==> config.mk <==
export PLATFORM = sky130hd
export DESIGN_NAME = lsb_embed_stream_flat
export DESIGN_NICKNAME = d
export VERILOG_FILES = /design/src/rtl/lsb_embed_stream_if.sv /design/src/rtl/lsb_embed_stream.sv /design/src/flat_wrapper.sv
export SDC_FILE = /design/constraint.sdc
export NUM_CORES = 1
export LEC_CHECK = 0
export ABC_AREA = 1
export CORE_MARGIN = 4
export CORE_UTILIZATION = 60
export CTS_BUF_LIST = sky130_fd_sc_hd__clkbuf_16
export DETAILED_ROUTE_END_ITERATION = 16
export PLACE_DENSITY_LB_ADDON = 0.08
export RECOVER_POWER = 100
export SETUP_SLACK_MARGIN = 0.05
export SYNTH_ARGS = -nofsm -noshare
export SYNTH_HDL_FRONTEND = slang
export SYNTH_SLANG_ARGS = --single-unit
==> constraint.sdc <==
create_clock -name clk -period 7.9 [get_ports clk]
set_input_delay 1.58 -clock clk [delete_from_list [all_inputs] [get_ports clk]]
set_output_delay 1.58 -clock clk [all_outputs]
set_load 0.03 [all_outputs]
==> src/rtl/lsb_embed_stream_if.sv <==
// Valid/ready pixel stream used on both sides of the LSB embedder.
interface lsb_embed_stream_if #(
  parameter int W = 24
) ();
  logic         valid;
  logic [W-1:0] data;
  logic         ready;

  modport master (output valid, output data, input ready);
  modport slave  (input valid, input data, output ready);
endinterface

==> src/rtl/lsb_embed_stream.sv <==
// LSB steganography embedder: message bytes are buffered in a FIFO, unpacked through a
// bit reservoir and written MSB-first into the low bits of each colour channel.
//   state | meaning
//   IDLE  | waiting for start, pixels blocked
//   EMBED | replacing LSBs until every message bit has been placed
//   PASS  | pixels copied unchanged until reset or start
module lsb_embed_stream #(
  parameter int PIX_W     = 8,
  parameter int CHANNELS  = 3,
  parameter int MAX_NBITS = 4,
  parameter int DEPTH     = 16
) (
  input  logic               clk,
  input  logic               HRESETn,
  input  logic               start,
  input  logic [2:0]         cfg_nbits,
  input  logic [15:0]        msg_len,
  input  logic               write_enable,
  input  logic [7:0]         Secret_message,
  output logic               full_flag,
  lsb_embed_stream_if.slave  pix,
  lsb_embed_stream_if.master stego,
  output logic               busy,
  output logic               done,
  output logic               underrun
);
  localparam int DW  = CHANNELS * PIX_W;
  localparam int RW  = 8 + CHANNELS * MAX_NBITS;
  localparam int CW  = $clog2(RW + 1);
  localparam int RIW = $clog2(RW);
  localparam int AW  = (DEPTH > 1) ? $clog2(DEPTH) : 1;
  localparam logic [2:0] MAXN = 3'(MAX_NBITS);

  typedef enum logic [1:0] {IDLE, EMBED, PASS} state_t;
  state_t state_q, state_d;

  logic [7:0]    mem [DEPTH];
  logic [AW-1:0] wr_ptr_q, rd_ptr_q;
  logic [AW:0]   fcnt_q;
  logic [7:0]    fifo_head;
  logic          fifo_wr, fifo_pop, fifo_empty;

  logic [RW-1:0] res_q, res_d;
  logic [CW-1:0] cnt_q, cnt_d, take;
  logic [18:0]   rem_q, rem_d, need, take_w;
  logic [15:0]   left_q;
  logic [2:0]    nbits_q;
  logic          rdy, accept, consume, last, bits_ok, latch_cfg, stall_empty;
  logic [DW-1:0] embed_data;
  int            nb, tk, idx;

  assign fifo_empty = (fcnt_q == '0);
  assign full_flag  = (fcnt_q == (AW+1)'(DEPTH));
  assign fifo_wr    = write_enable & ~full_flag;
  assign fifo_head  = mem[rd_ptr_q];
  // Top up the reservoir only while a whole byte still fits and bytes are owed.
  assign fifo_pop   = (left_q != '0) & ~fifo_empty & (cnt_q <= CW'(RW - 8));

  always_ff @(posedge clk) begin
    if (fifo_wr) mem[wr_ptr_q] <= Secret_message;
  end

  always_ff @(posedge clk) begin
    if (HRESETn) begin
      wr_ptr_q <= '0;
      rd_ptr_q <= '0;
      fcnt_q   <= '0;
    end else begin
      if (fifo_wr)  wr_ptr_q <= wr_ptr_q + 1'b1;
      if (fifo_pop) rd_ptr_q <= rd_ptr_q + 1'b1;
      case ({fifo_wr, fifo_pop})
        2'b10:   fcnt_q <= fcnt_q + 1'b1;
        2'b01:   fcnt_q <= fcnt_q - 1'b1;
        default: ;
      endcase
    end
  end

  always_comb begin
    need   = 19'(CHANNELS) * 19'(nbits_q);
    take_w = (rem_q < need) ? rem_q : need;
    take   = CW'(take_w);
  end

  always_ff @(posedge clk) begin
    if (HRESETn) state_q <= IDLE;
    else         state_q <= state_d;
  end

  always_comb begin
    state_d   = state_q;
    rdy       = 1'b0;
    latch_cfg = 1'b0;
    last      = 1'b0;
    bits_ok   = (cnt_q >= take);
    case (state_q)
      IDLE: begin
        if (start) begin
          latch_cfg = 1'b1;
          state_d   = (msg_len != '0) ? EMBED : PASS;
        end
      end
      EMBED: begin
        rdy = (~stego.valid | stego.ready) & bits_ok;
        if (pix.valid & rdy & (rem_q == take_w)) begin
          last    = 1'b1;
          state_d = PASS;
        end
      end
      PASS: begin
        rdy = ~stego.valid | stego.ready;
        if (start) state_d = IDLE;
      end
      default: state_d = IDLE;
    endcase
  end

  assign pix.ready   = rdy;
  assign accept      = pix.valid & rdy;
  assign consume     = accept & (state_q == EMBED);
  assign stall_empty = (state_q == EMBED) & pix.valid & ~bits_ok & fifo_empty & (left_q != '0);
  assign busy        = (state_q != IDLE);

  // Stream bit i lives at res_q[RW-1-i]; channel c takes bits c*nb .. c*nb+nb-1.
  always_comb begin
    embed_data = pix.data;
    nb  = int'(nbits_q);
    tk  = int'(take);
    idx = 0;
    for (int c = 0; c < CHANNELS; c++) begin
      for (int b = 0; b < MAX_NBITS; b++) begin
        idx = c * nb + nb - 1 - b;
        if (b < nb && idx >= 0 && idx < tk)
          embed_data[c*PIX_W + b] = res_q[RIW'(RW - 1 - idx)];
      end
    end
  end

  always_comb begin
    rem_d = rem_q;
    res_d = res_q;
    cnt_d = cnt_q;
    if (latch_cfg) begin
      rem_d = {msg_len, 3'b000};
      res_d = '0;
      cnt_d = '0;
    end else begin
      if (consume) begin
        rem_d = rem_q - take_w;
        res_d = res_q << take;
        cnt_d = cnt_q - take;
      end
      if (fifo_pop) begin
        res_d = res_d | (RW'(fifo_head) << (CW'(RW - 8) - cnt_d));
        cnt_d = cnt_d + CW'(8);
      end
    end
  end

  always_ff @(posedge clk) begin
    if (HRESETn) begin
      res_q       <= '0;
      cnt_q       <= '0;
      rem_q       <= '0;
      left_q      <= '0;
      nbits_q     <= MAXN;
      stego.valid <= 1'b0;
      stego.data  <= '0;
      done        <= 1'b0;
      underrun    <= 1'b0;
    end else begin
      res_q <= res_d;
      cnt_q <= cnt_d;
      rem_q <= rem_d;
      done  <= last;
      if (latch_cfg) begin
        nbits_q <= (cfg_nbits == 3'd0 || cfg_nbits > MAXN) ? MAXN : cfg_nbits;
        left_q  <= msg_len;
      end else if (fifo_pop) begin
        left_q <= left_q - 1'b1;
      end
      if (accept) begin
        stego.valid <= 1'b1;
        stego.data  <= (state_q == EMBED) ? embed_data : pix.data;
      end else if (stego.ready) begin
        stego.valid <= 1'b0;
      end
      if (start && state_q != EMBED) underrun <= 1'b0;
      else if (stall_empty)          underrun <= 1'b1;
    end
  end
endmodule

==> src/flat_wrapper.sv <==
// flat-port wrapper written by rule: the top's interface ports become plain ports
module lsb_embed_stream_flat 
#(
  parameter int PIX_W     = 8,
  parameter int CHANNELS  = 3,
  parameter int MAX_NBITS = 4,
  parameter int DEPTH     = 16
)
  (clk, HRESETn, start, cfg_nbits, msg_len, write_enable, Secret_message, full_flag, busy, done, underrun, pix_valid, pix_data, pix_ready, stego_valid, stego_data, stego_ready);
  lsb_embed_stream_if #(.W((24))) pix_i ();
  lsb_embed_stream_if #(.W((24))) stego_i ();
  input  logic clk;
  input  logic HRESETn;
  input  logic start;
  input  logic [2:0] cfg_nbits;
  input  logic [15:0] msg_len;
  input  logic write_enable;
  input  logic [7:0] Secret_message;
  output logic full_flag;
  output logic busy;
  output logic done;
  output logic underrun;
  input wire logic [$bits(pix_i.valid)-1:0] pix_valid;
  input wire logic [$bits(pix_i.data)-1:0] pix_data;
  output wire logic [$bits(pix_i.ready)-1:0] pix_ready;
  output wire logic [$bits(stego_i.valid)-1:0] stego_valid;
  output wire logic [$bits(stego_i.data)-1:0] stego_data;
  input wire logic [$bits(stego_i.ready)-1:0] stego_ready;
  assign pix_i.valid = pix_valid;
  assign pix_i.data = pix_data;
  assign pix_ready = pix_i.ready;
  assign stego_valid = stego_i.valid;
  assign stego_data = stego_i.data;
  assign stego_i.ready = stego_ready;
  lsb_embed_stream #(.PIX_W(PIX_W), .CHANNELS(CHANNELS), .MAX_NBITS(MAX_NBITS), .DEPTH(DEPTH)) u_core (.clk(clk), .HRESETn(HRESETn), .start(start), .cfg_nbits(cfg_nbits), .msg_len(msg_len), .write_enable(write_enable), .Secret_message(Secret_message), .full_flag(full_flag), .pix(pix_i), .stego(stego_i), .busy(busy), .done(done), .underrun(underrun));
endmodule
==> flow_metrics.py <==
metrics = {
    "synth": {
        "synth_commonest_cells": "nand2_1 (569), nand3_1 (237), nor2_1 (196)",
        "ys_async_sr_fraction_pct": 0,
        "synth_area_leaders": "edfxtp_1 (23%), dfxtp_1 (13%), nand2_1 (13%)",
        "syn_avg_cell_area_um2": 7.491,
        "yosys_register_bits": 237,
        "most_used_standard_cell_by_instance_count_after_synthesis": "nand2_1",
        "synthesis.instances": 2198,
        "netlist_area_mm2": 0.01647,
        "yosysTopAreaCellShare_pct": 23.34,
        "synth_top_cell_by_area": "edfxtp_1",
        "synth_enable_flop_cells": 128,
        "post_synth_cell_types": 55,
        "synth_top_flop_cell": "edfxtp_1",
        "ys_warn_count": 0,
        "yosysSeqAreaShare_pct": 36.60,
    },
    "route": {
        "vias_per_cell": 5.943,
        "initialDrtViolationCount": 1394,
        "wl_per_cell_um": 17.93,
        "drtAntennaViolNets": 0,
        "drc": 0,
        "drt_pass1_iterations": 8,
        "wirelength_um": 46610,
        "vias": 15451,
    },
    "setup_path": {
        "arrival_ps": 5700,
        "worstSetupStartpointType": "flip-flop",
        "timing.critical_path.slowest_cell_delay_ps": 580,
        "r2r_start": "u_core.nbits_q[1]",
        "timing.critical_path.slowest_stage_cell": "dfxtp_1",
        "r2r_setup_slack_ps": 770,
        "cp_num_buf_inv": 7,
        "cp_max_fo": 42,
        "timing_worst_setup_path_type": "reg2out",
        "critical_path_capture_point_type": "output port",
        "critical_path.top_delay_family": "buffers and inverters",
        "critical_path.reg2reg.endpoint": "u_core.stego.data[10]",
        "worst-r2r-cell-count": 26,
        "critical-path-top-cell-by-count": "nand2_1",
        "critical_path_required_ps": 6320,
        "crit_path_cell_trace": "inv_1 > ha_1 > buf_4 > inv_2 > ha_1 > nand3_1 > nand2_1 > nand3_1 > nand3_1 > nand2_1 > o21ai_1 > buf_4 > inv_1 > ha_1 > nand2_1 > nand2_1 > a21oi_1 > nand2_1 > nand2_2 > nand2_4 > nand2_1 > inv_1 > clkbuf_2",
    },
    "layout": {
        "fin_nets": 2446,
        "num-fill-cells": 2331,
        "n_antenna_cell": 0,
        "layout-drive-gt1-share_pct": 4.250,
        "layout.core_utilization_pct": 67.32,
        "syn_to_final_growth_pct": 10.19,
    },
    "sta": {
        "hold_viol": 0,
        "finalCritPeriodShare_pct": 92.13,
        "rsz0062_at_grt": "no",
        "fin_tns_setup_ps": 0,
        "drv_slew": 63,
        "max-slew-margin-rel_pct": -87.14,
        "worst-slew-pin-transition_ps": 2807,
        "layout_min_cycle_time_ps": 7279,
        "maxClockFrequency_mhz": 137.4,
        "setup_viol": 0,
        "worst_clock_skew_ps": 16.62,
    },
    "placement": {
        "last_weighted_congestion_value_of_the_routability_driven_placer": 0.9896,
        "port_buffers": 86,
        "place.detailed.hpwl_um": 33900,
    },
    "global_route": {
        "via_count_of_the_first_global_routing_pass": 14469,
        "overflow": 0,
        "grt_first_pass_wirelength_um": 74580,
        "pin_count_of_the_biggest_net_entering_global_routing": 66,
        "globalRouteTotalUtil_pct": 29.75,
        "number_of_antenna_violations_at_the_first_check_in_global_routing": 0,
    },
    "cts": {
        "hold_buffers": 0,
        "cts_root_buf": "clkbuf_16",
        "clk-insertion-delay-late_ps": 520,
        "clk_transition_reported_paths_ps": 60,
        "clockBufferDepth": 3,
        "sink_count_of_the_clock_tree": 237,
        "cts-buffers-inserted": 24,
        "cts_resized": 0,
        "ctsHtreeMaxLevel": 1,
        "cts_tree": "built",
        "cts_post_setup_buffers_inserted": 0,
    },
    "hold_path": {
        "hold_depth": 2,
        "min-delay-path-class": "reg2reg",
        "hold_path.startpoint": "u_core.stego.data[15]",
        "worst_hold_path.endpoint": "u_core.stego.data[15]",
    },
    "die": {
        "std_cell_rows": 60,
        "die_x_um": 173.7,
        "fp.coreArea_mm2": 0.02695,
        "start_util_pct": 61.10,
        "ioPinCount": 87,
        "die_area_mm2": 0.03016,
        "floorplan.die.height_um": 173.7,
    },
    "power": {
        "power.ir.vdd_worst_mv": 0.2820,
        "static-leakage-power_nw": 7.697,
        "p_per_area_mw_per_mm2": 365.3,
    },
    "flow_run": {
        "maxCapViolations": 1,
    },
    "status": {
        "violations_in_the_final_reports": "max-capacitance violations, max-slew violations",
        "outcome": "finished, violations left",
    },
}
[tightest hold or removal path, stage by stage, from the launching register on]
cell	delay, ps
dfxtp_1	310
nand2_1	60
a21oi_1	50
[routing by layer]
layer  global-route usage, %  routed length [um]  vias up
met5                       0                   0        -
met4                   10.06                1530        0
met1                   38.55               19270     7207
met3                   2.923                2706      104
li1                        -                   -     7589
met2                   52.36               23100      551
[per-stage QoR]
step	power (mW)	worst slack [ps]	std cells	hold slack (ps)	area [um^2]
after floorplan	4.541	1471	2199	435.5	16470
after global placement	5.476	982.0	2556	450.9	17490
after detailed placement	5.563	896.3	2556	458.4	17490
after CTS	6.609	699.9	2600	468.7	18200
after global routing	7.184	97.40	2600	488.6	18140
final	6.628	621.4	2600	463.5	18140
[state kept, by name (all words and copies together), names as in the netlist, 5 cells and up, named ones only]
register / count
u_core.mem: 128
u_core.stego.data: 24
u_core.res_q: 20
u_core.rem_q: 19
u_core.left_q: 16
u_core.cnt_q: 5
u_core.fcnt_q: 5
[kinds of logic (layout without fill, tap and decap cells)]
kind of cell,after synthesis,after routing,share of synthesized area (%)
other,1,2,0.02277
xor gates and xnor gates,39,39,2.074
and+or+nand+nor,1128,1128,29.81
muxes,1,1,0.06838
buffers and inverters,273,333,6.603
DFF,237,237,36.60
adders and majority gates,148,148,11.52
AOI/OAI and AO/OA,371,371,13.31
[worst max path at each step]
stage | from | to | cells after the start
CTS | u_core.nbits_q[1] | pix_ready | 23
global placement | u_core.nbits_q[0] | u_core.stego.data[19] | 28
detailed placement | u_core.nbits_q[1] | u_core.stego.data[19] | 27
finish | u_core.nbits_q[1] | pix_ready | 23
floorplan | u_core.nbits_q[0] | pix_ready | 25
global route | u_core.nbits_q[1] | u_core.stego.data[17] | 26
[cells in the final DEF, fill, tap and decap left out, types with 25 or more instances in the layout]
master,netlist,routed
o211ai_1,25,25
nand2_1,569,574
dlygate4sd3_1,0,40
a21oi_1,107,109
dfxtp_1,109,108
edfxtp_1,128,128
clkdlybuf4s50_1,0,44
inv_1,179,189
o21ai_0,124,128
a31oi_1,31,31
nand3_1,237,238
clkbuf_16,0,25
nand4_1,32,32
ha_1,142,142
xor2_1,25,25
nor2_1,196,195
[final cells by class]
type / instances / area [um^2] / share of cell area, %
clock buffers: 25 / 625.6 / 3.448
well taps: 341 / 426.7 / 2.352
clock inverters: 19 / 85.08 / 0.4689
multi-input cells: 1689 / 9323 / 51.38
repair buffers: 98 / 937.1 / 5.165
flip-flops and latches: 237 / 6027 / 33.22
inverters: 191 / 719.4 / 3.965
[power breakdown]
part	switching (mW)	total (mW)	internal (mW)	leakage [nW]
Clock	0.465	1.04	0.571	0.388
Combinational	2.65	3.99	1.33	5.26
Sequential	0.161	1.61	1.44	2.05
Note: power is estimated with default switching activity, not from simulation.
